[config.mk]
export PLATFORM = sky130hd
export DESIGN_NAME = mem_access_ctrl_flat
export DESIGN_NICKNAME = d
export VERILOG_FILES = /design/src/rtl/mem_access_ctrl_if.sv /design/src/rtl/mem_access_ctrl.sv /design/src/flat_wrapper.sv
export SDC_FILE = /design/constraint.sdc
export NUM_CORES = 1
export LEC_CHECK = 0
export CAP_MARGIN = 15
export CELL_PAD_IN_SITES_DETAIL_PLACEMENT = 2
export CELL_PAD_IN_SITES_GLOBAL_PLACEMENT = 2
export CORE_MARGIN = 2
export CORE_UTILIZATION = 22
export CTS_CLUSTER_DIAMETER = 150
export DETAILED_ROUTE_END_ITERATION = 16
export PLACE_DENSITY = 0.82
export REMOVE_ABC_BUFFERS = 1
export SLEW_MARGIN = 5
export SYNTH_ARGS = -nofsm -noshare
export SYNTH_HDL_FRONTEND = slang
export SYNTH_SLANG_ARGS = --single-unit
[constraint.sdc]
create_clock -name clk -period 4.6 [get_ports clk]
set_clock_uncertainty 0.1 [all_clocks]
set_input_delay 0.46 -clock clk [delete_from_list [all_inputs] [get_ports clk]]
set_output_delay 0.46 -clock clk [all_outputs]
set_load 0.05 [all_outputs]
[src/rtl/mem_access_ctrl_if.sv]
// Requester + memory-side bundle for mem_access_ctrl.
// slave is the controller's view; master is the requester/memory environment view.
interface mem_access_ctrl_if;
  logic        req;
  logic        req_we;
  logic [31:0] req_addr;
  logic [31:0] req_wdata;
  logic        busy;
  logic        ack;
  logic        err;
  logic [31:0] rdata;
  logic [7:0]  err_count;
  logic [31:0] mem_address;
  logic [31:0] mem_data_in;
  logic        mem_rd;
  logic        mem_wr;
  logic [31:0] mem_data_out;

  modport slave (
    input  req, req_we, req_addr, req_wdata, mem_data_out,
    output busy, ack, err, rdata, err_count, mem_address, mem_data_in, mem_rd, mem_wr
  );

  modport master (
    output req, req_we, req_addr, req_wdata, mem_data_out,
    input  busy, ack, err, rdata, err_count, mem_address, mem_data_in, mem_rd, mem_wr
  );
endinterface

[src/rtl/mem_access_ctrl.sv]
// Single-outstanding memory access controller: checks a request, issues one
// memory strobe, captures read data and returns a one-cycle ack/err pulse.
module mem_access_ctrl #(
  parameter int unsigned USER_BASE = 2048
) (
  input logic              clk,
  input logic              rst,
  mem_access_ctrl_if.slave bus
);
  localparam logic [31:0] USER_BASE_W = 32'(USER_BASE);

  typedef enum logic [2:0] {IDLE, RD_ISSUE, RD_CAPTURE, WR_ISSUE, RESP} state_e;

  state_e      state_q, state_d;
  logic        busy_q, busy_d;
  logic        ack_q, ack_d;
  logic        err_q, err_d;
  logic        mem_rd_q, mem_rd_d;
  logic        mem_wr_q, mem_wr_d;
  logic [31:0] addr_q, addr_d;
  logic [31:0] wdata_q, wdata_d;
  logic [31:0] rdata_q, rdata_d;
  logic [7:0]  err_cnt_q, err_cnt_d;
  logic        reject;

  // Writes below USER_BASE are protected; any misaligned access is refused.
  assign reject = (bus.req_addr[1:0] != 2'b00) ||
                  (bus.req_we && (bus.req_addr < USER_BASE_W));

  always_comb begin
    state_d   = state_q;
    addr_d    = addr_q;
    wdata_d   = wdata_q;
    rdata_d   = rdata_q;
    err_cnt_d = err_cnt_q;
    ack_d     = 1'b0;
    err_d     = 1'b0;
    mem_rd_d  = 1'b0;
    mem_wr_d  = 1'b0;
    unique case (state_q)
      IDLE: begin
        if (bus.req) begin
          addr_d  = bus.req_addr;
          wdata_d = bus.req_wdata;
          if (reject) begin
            state_d = RESP;
            ack_d   = 1'b1;
            err_d   = 1'b1;
            if (err_cnt_q != 8'hFF) err_cnt_d = err_cnt_q + 8'd1;
          end else if (bus.req_we) begin
            state_d  = WR_ISSUE;
            mem_wr_d = 1'b1;
          end else begin
            state_d  = RD_ISSUE;
            mem_rd_d = 1'b1;
          end
        end
      end
      RD_ISSUE:   state_d = RD_CAPTURE;
      RD_CAPTURE: begin
        // Memory registered the word at the edge that ended RD_ISSUE.
        rdata_d = bus.mem_data_out;
        state_d = RESP;
        ack_d   = 1'b1;
      end
      WR_ISSUE: begin
        state_d = RESP;
        ack_d   = 1'b1;
      end
      RESP:    state_d = IDLE;
      default: state_d = IDLE;
    endcase
    busy_d = (state_d != IDLE);
  end

  always_ff @(posedge clk) begin
    if (rst) begin
      state_q   <= IDLE;
      busy_q    <= 1'b0;
      ack_q     <= 1'b0;
      err_q     <= 1'b0;
      mem_rd_q  <= 1'b0;
      mem_wr_q  <= 1'b0;
      addr_q    <= '0;
      wdata_q   <= '0;
      rdata_q   <= '0;
      err_cnt_q <= '0;
    end else begin
      state_q   <= state_d;
      busy_q    <= busy_d;
      ack_q     <= ack_d;
      err_q     <= err_d;
      mem_rd_q  <= mem_rd_d;
      mem_wr_q  <= mem_wr_d;
      addr_q    <= addr_d;
      wdata_q   <= wdata_d;
      rdata_q   <= rdata_d;
      err_cnt_q <= err_cnt_d;
    end
  end

  assign bus.busy        = busy_q;
  assign bus.ack         = ack_q;
  assign bus.err         = err_q;
  assign bus.mem_rd      = mem_rd_q;
  assign bus.mem_wr      = mem_wr_q;
  assign bus.mem_address = addr_q;
  assign bus.mem_data_in = wdata_q;
  assign bus.rdata       = rdata_q;
  assign bus.err_count   = err_cnt_q;
endmodule

[src/flat_wrapper.sv]
// flat-port wrapper written by rule: the top's interface ports become plain ports
module mem_access_ctrl_flat 
#(
  parameter int unsigned USER_BASE = 2048
)
  (clk, rst, bus_req, bus_req_we, bus_req_addr, bus_req_wdata, bus_mem_data_out, bus_busy, bus_ack, bus_err, bus_rdata, bus_err_count, bus_mem_address, bus_mem_data_in, bus_mem_rd, bus_mem_wr);
  mem_access_ctrl_if bus_i ();
  input logic clk;
  input logic rst;
  input wire logic [$bits(bus_i.req)-1:0] bus_req;
  input wire logic [$bits(bus_i.req_we)-1:0] bus_req_we;
  input wire logic [$bits(bus_i.req_addr)-1:0] bus_req_addr;
  input wire logic [$bits(bus_i.req_wdata)-1:0] bus_req_wdata;
  input wire logic [$bits(bus_i.mem_data_out)-1:0] bus_mem_data_out;
  output wire logic [$bits(bus_i.busy)-1:0] bus_busy;
  output wire logic [$bits(bus_i.ack)-1:0] bus_ack;
  output wire logic [$bits(bus_i.err)-1:0] bus_err;
  output wire logic [$bits(bus_i.rdata)-1:0] bus_rdata;
  output wire logic [$bits(bus_i.err_count)-1:0] bus_err_count;
  output wire logic [$bits(bus_i.mem_address)-1:0] bus_mem_address;
  output wire logic [$bits(bus_i.mem_data_in)-1:0] bus_mem_data_in;
  output wire logic [$bits(bus_i.mem_rd)-1:0] bus_mem_rd;
  output wire logic [$bits(bus_i.mem_wr)-1:0] bus_mem_wr;
  assign bus_i.req = bus_req;
  assign bus_i.req_we = bus_req_we;
  assign bus_i.req_addr = bus_req_addr;
  assign bus_i.req_wdata = bus_req_wdata;
  assign bus_i.mem_data_out = bus_mem_data_out;
  assign bus_busy = bus_i.busy;
  assign bus_ack = bus_i.ack;
  assign bus_err = bus_i.err;
  assign bus_rdata = bus_i.rdata;
  assign bus_err_count = bus_i.err_count;
  assign bus_mem_address = bus_i.mem_address;
  assign bus_mem_data_in = bus_i.mem_data_in;
  assign bus_mem_rd = bus_i.mem_rd;
  assign bus_mem_wr = bus_i.mem_wr;
  mem_access_ctrl #(.USER_BASE(USER_BASE)) u_core (.clk(clk), .rst(rst), .bus(bus_i));
endmodule
After elaboration in Yosys (flattened, before gate mapping)

Cells that the tools add are included.
W data, S select, Z words.

Add/subtract/negate cells: 1
$mul: 0
Divide/modulo/power cells: 0
$lt $le $gt $ge: 1
Eq/ne operators: 4
Shift operators: 0
Mux-type cells: 9
Bitwise operators: 2
Reduce and logical (&&, ||, !) cells: 10

Operators by type and width:

| operator               | count |
|---|---|
| $lt A32 B12 Y1 const B | 1 |
| $pmux W3 S3            | 1 |
| $add A8 B1 Y8 const B  | 1 |
| $ne A8 B8 Y1 const B   | 1 |
| $eq A3 B2 Y1 const B   | 2 |
| $mux W3                | 2 |
| $mux W1                | 4 |
| $reduce_and A4 Y1      | 1 |
| $reduce_or A2 Y1       | 2 |
| $reduce_or A4 Y1       | 1 |
| $eq A3 B1 Y1 const B   | 1 |
| $logic_not A3 Y1       | 1 |
| $reduce_bool A3 Y1     | 1 |
| $mux W2                | 1 |
| $not A1 Y1             | 2 |
| $pmux W1 S2            | 1 |
| $reduce_and A2 Y1      | 1 |
| $reduce_bool A2 Y1     | 1 |
| $logic_and A1 B1 Y1    | 1 |
| $logic_or A1 B1 Y1     | 1 |

Register bits after elaboration: 112
Latch bits: 0
RAM bits: 0
Bits in read-only memories: 0
Output and inout port bits: 109
Logic and storage cells: 37
Memories: 0

Depth between registers and ports, before layout

Depth after elaboration: 7
Gate-level depth with buffers: 6
Gate-level depth less buffers: 6

Worst setup path after synthesis

Ideal clock, no wire load.

Path type: reg-to-reg
Start point: register u_core.err_cnt_q[0], in the netlist u_core.bus.err_count[0]
End point: register u_core.err_cnt_q[4], in the netlist u_core.bus.err_count[4]
Setup time: 121 ps
Arrival: 1982 ps
Data required time: 4379 ps
Slack: 2397 ps
Stages on the path, launching flop included: 7
Cells stage by stage: dfxtp_1 > ha_1 > nand3_1 > o21ai_1 > a211oi_2 > nor2b_1 > mux2_2

Word-level cells in the longest chain between the ends: 2

RTL lines:

| item                                                                  | line                  | RTL |
|---|---|---|
| start, declared                                                       | mem_access_ctrl.sv:23 | `logic [7:0] err_cnt_q, err_cnt_d;` |
| start signal, assigned                                                | mem_access_ctrl.sv:98 | `err_cnt_q <= err_cnt_d;` |
| parallel branches: the longest is 2 deep, another holds $add A8 B1 Y8 | -                     |  |

Parallel ways; which one is timed is not known.
A chain may end at the register's enable or synchronous reset.

Worst setup path in the final report

Start point: input port bus_req_we
End point: register u_core.err_cnt_q[4], in the netlist u_core.bus.err_count[4]

Word-level cells in the longest chain between the ends: 3

RTL lines:

| item                        | line                  | RTL |
|---|---|---|
| start, declared             | flat_wrapper.sv:11    | `input wire logic [$bits(bus_i.req_we)-1:0] bus_req_we;` |
| $logic_and A1 B1 Y1         | mem_access_ctrl.sv:28 | `(bus.req_we && (bus.req_addr < USER_BASE_W));` |
| $logic_or A1 B1 Y1          | mem_access_ctrl.sv:27 | `assign reject = (bus.req_addr[1:0] != 2'b00) \|\|` |
| $reduce_and A4 Y1 (no line) | -                     |  |

Every way passes these cells.

==> impl_metrics.py <==
metrics = {
    "cells_and_area": {
        "multiInputGateArea_um2": 1630,
        "fillers": 2031,
        "drive_gt1_frac": 0.0374,
        "final_core_util": 0.367,
        "nets": 791,
        "final_area_um2": 6560,
        "fin_cells": 924,
        "layout-area-overhead-vs-synth_pct": 64.3,
        "regArea_um2": 2240,
        "antennaDiodeCount": 0,
    },
    "power": {
        "p_seq_frac": 0.461,
        "clkPwrFrac": 0.325,
        "power_density_nw_per_um2": 345,
        "combinationalPowerShare": 0.214,
        "p_int_mw": 1.59,
        "p_leak_nw": 2.30,
        "p_switching_mw": 0.678,
        "total_power_mw": 2.26,
        "swShare": 0.300,
        "vdd_ir_drop_max_v": 0.000159,
    },
    "timing": {
        "hold_slack_ps": 358,
        "slew_violations": 0,
        "rsz0062_at_grt": "no",
        "period_share": 0.605,
        "slew_headroom": 0.520,
        "fmax_mhz": 360,
        "setup_viol": 0,
        "period_needed_ps": 2780,
        "tightest_slew_ps": 720,
        "final-hold-violation-count": 0,
    },
    "status": {
        "status": "finished clean",
    },
    "routing": {
        "dr.first_iter.drc_count": 76,
        "post_drt_via_cell_ratio": 4.48,
        "wl_um": 15200,
        "wl_per_cell_um": 16.4,
        "drtAntennaViolNets": 0,
        "drt_first_pass_iters": 4,
        "drc": 0,
        "num_vias": 4144,
    },
    "placement": {
        "hpwl_um": 11300,
        "dpl_cell_area_um2": 6290,
        "post-place-cells": 908,
        "place.port_buffers": 208,
        "gp_congestion": 0.758,
    },
    "synth": {
        "synth_top_area_share": 0.561,
        "ys_warn_count": 0,
        "syn_avg_cell_area_um2": 7.97,
        "synthTopCellsByArea": "dfxtp_1, nand2_1, a21oi_1",
        "syn_area_um2": 3990,
        "synth-edff-count": 0,
        "ys_types": 36,
        "yosysSeqAreaShare": 0.561,
        "synthCells": 501,
        "synth_flop_cell": "dfxtp_1",
        "synth_seq_cells": 112,
        "synth_top_area_cell": "dfxtp_1",
        "async_flop_share": 0,
    },
    "min_path": {
        "min_path_type": "register to register",
        "min-delay-start": "u_core.bus.rdata[0]$_SDFFE_PP0N_",
    },
    "floorplan": {
        "start_util": 0.223,
        "std_cell_rows": 49,
        "boundaryPins": 209,
        "die_height_um": 139,
        "die_w_um": 139,
        "core_um2": 17900,
        "dieArea_um2": 19200,
    },
    "cts": {
        "cts_sinks": 112,
        "cts_hold_buf": 0,
        "cts_buffers": 9,
        "clk_pin_slew_ps": 70,
        "clockBufferDepth": 2,
        "insertion_delay_ps": 340,
        "cts_htree_levels": 3,
        "post_cts_buffers": 0,
        "cts_tree": "built",
        "cts-root-buf": "clkbuf_16",
        "cts_resized": 0,
    },
    "critical_path": {
        "ff2ff_setup_slack_ps": 2040,
        "reg2reg_from": "u_core.state_q[0]$_SDFF_PP0_",
        "end_kind": "register",
        "path_depth": 6,
        "worstSetupPathType": "input port to register",
        "r2r-end": "u_core.bus.err_count[7]$_SDFFE_PP0P_",
        "cp.required_ps": 4740,
        "worstPathArrival_ps": 2920,
        "cpPeakStageDelay_ps": 620,
        "critPathLaunchType": "input port",
        "worstSetupEndpoint": "u_core.bus.err_count[4]$_SDFFE_PP0P_",
        "crit_path_start": "bus_req_we",
        "reg2reg_depth": 6,
        "critPathMaxFanout": 8,
        "critPathBufInv": 1,
        "crit_chain": "clkdlybuf4s50_1 > nor4b_1 > nand4_1 > a211oi_2 > nor2b_1 > mux2_2",
        "critPathTopFamily": "simple AND/OR/NAND/NOR gates",
        "critPathSlowestCell": "a211oi_2",
    },
    "global_routing": {
        "grt_pass1_wl_um": 24300,
        "grtUsageMet2": 0.273,
        "grt_usage": 0.156,
        "grt_overflow_total": 0,
        "globalRouteMet3Util": 0.0432,
        "antenna_found_initial": 0,
        "grtUsageMet1": 0.191,
        "gr-max-usage-layer": "met2",
        "grt_max_degree": 67,
        "grt_pass1_vias": 4473,
    },
    "flow_run": {
        "max-cap-violations": 0,
    },
}
## placed cells by master, fill, tap and decap left out, types with 2 or more instances in the layout
cell,count
nor2_1,10
buf_4,4
clkdlybuf4s50_1,207
a21oi_1,101
nand3_1,3
nor2b_1,4
nand2_1,196
clkbuf_16,9
nor4_1,5
mux2_2,2
o21ai_0,2
clkinv_2,2
nor3_1,4
dfxtp_1,112
nand4_1,4
clkbuf_1,3
## routing by layer
metal / wire length (um) / vias to the layer above
li1: - / 2017
met1: 6610 / 1993
met2: 7490 / 122
met3: 913 / 12
met4: 166 / 0
met5: 0 / -
## worst min-delay path, stage by stage (launching register included)
cell and delay (ps):
dfxtp_1 310, nand2_1 50, a21oi_1 50
## state kept, by name, indices dropped and copies added (netlist names)
name / flops
u_core.bus.err: 1
u_core.state_q: 3
u_core.bus.err_count: 8
u_core.bus.busy: 1
u_core.bus.ack: 1
u_core.bus.mem_wr: 1
u_core.bus.mem_rd: 1
u_core.bus.mem_address: 32
u_core.bus.rdata: 32
u_core.bus.mem_data_in: 32
## stage by stage
step           TNS, ps  setup slack, ps
5_1_grt              0             1660
4_1_cts              0             1740
2_1_floorplan    -32.4            -32.4
3_5_place_dp         0             1370
6_report             0             1820
3_3_place_gp         0             1500
## synthesized netlist by cell type (2+ instances only)
| cell type | number |
|---|---|
| clkbuf_1 | 33 |
| a21oi_1 | 101 |
| dfxtp_1 | 112 |
| nor2_1 | 11 |
| nand4_1 | 4 |
| nor3_1 | 4 |
| nor4_1 | 5 |
| o21ai_0 | 2 |
| nand3_1 | 3 |
| mux2_2 | 2 |
| nor2b_1 | 4 |
| nand2_1 | 196 |
## how the worst min path moves through the flow
stage,endpoint,slack [ps],cells past startpoint
4_1_cts,u_core.bus.rdata[12]$_SDFFE_PP0N_,360,2
6_report,u_core.bus.rdata[0]$_SDFFE_PP0N_,360,2
5_1_grt,u_core.bus.mem_address[14]$_SDFFE_PP0P_,380,2
2_1_floorplan,u_core.bus.busy$_SDFF_PP0_,370,1
3_5_place_dp,u_core.bus.rdata[12]$_SDFFE_PP0N_,350,2
3_3_place_gp,u_core.bus.rdata[24]$_SDFFE_PP0N_,340,2
## power by group through the flow
stage               Combinational [mW]  Clock, mW  Sequential, mW
floorplan                       0.0894          0            1.22
global placement                 0.479          0            1.06
detailed placement               0.491          0            1.07
CTS                              0.494      0.773            1.05
global route                     0.517      0.806            1.05
finish                           0.485      0.735            1.04
## kinds of logic after synthesis
family	after synthesis	share of synthesized area
compound gates	111	0.145
xor+xnor	1	0.00219
fa+ha+maj	1	0.00313
buf+inv	35	0.0329
flops	112	0.561
mux	4	0.0110
simple gates	237	0.244
## cell type report
| class | instances | share of cell area |
|---|---|---|
| Sequential cell | 112 | 0.342 |
| Clock buffer | 13 | 0.0381 |
| Inverter | 1 | 0.000572 |
| Tap cell | 229 | 0.0437 |
| Multi-Input combinational cell | 354 | 0.249 |
| Clock inverter | 3 | 0.00267 |
| Timing Repair Buffer | 212 | 0.325 |
Note: power is estimated with default switching activity, not from simulation.
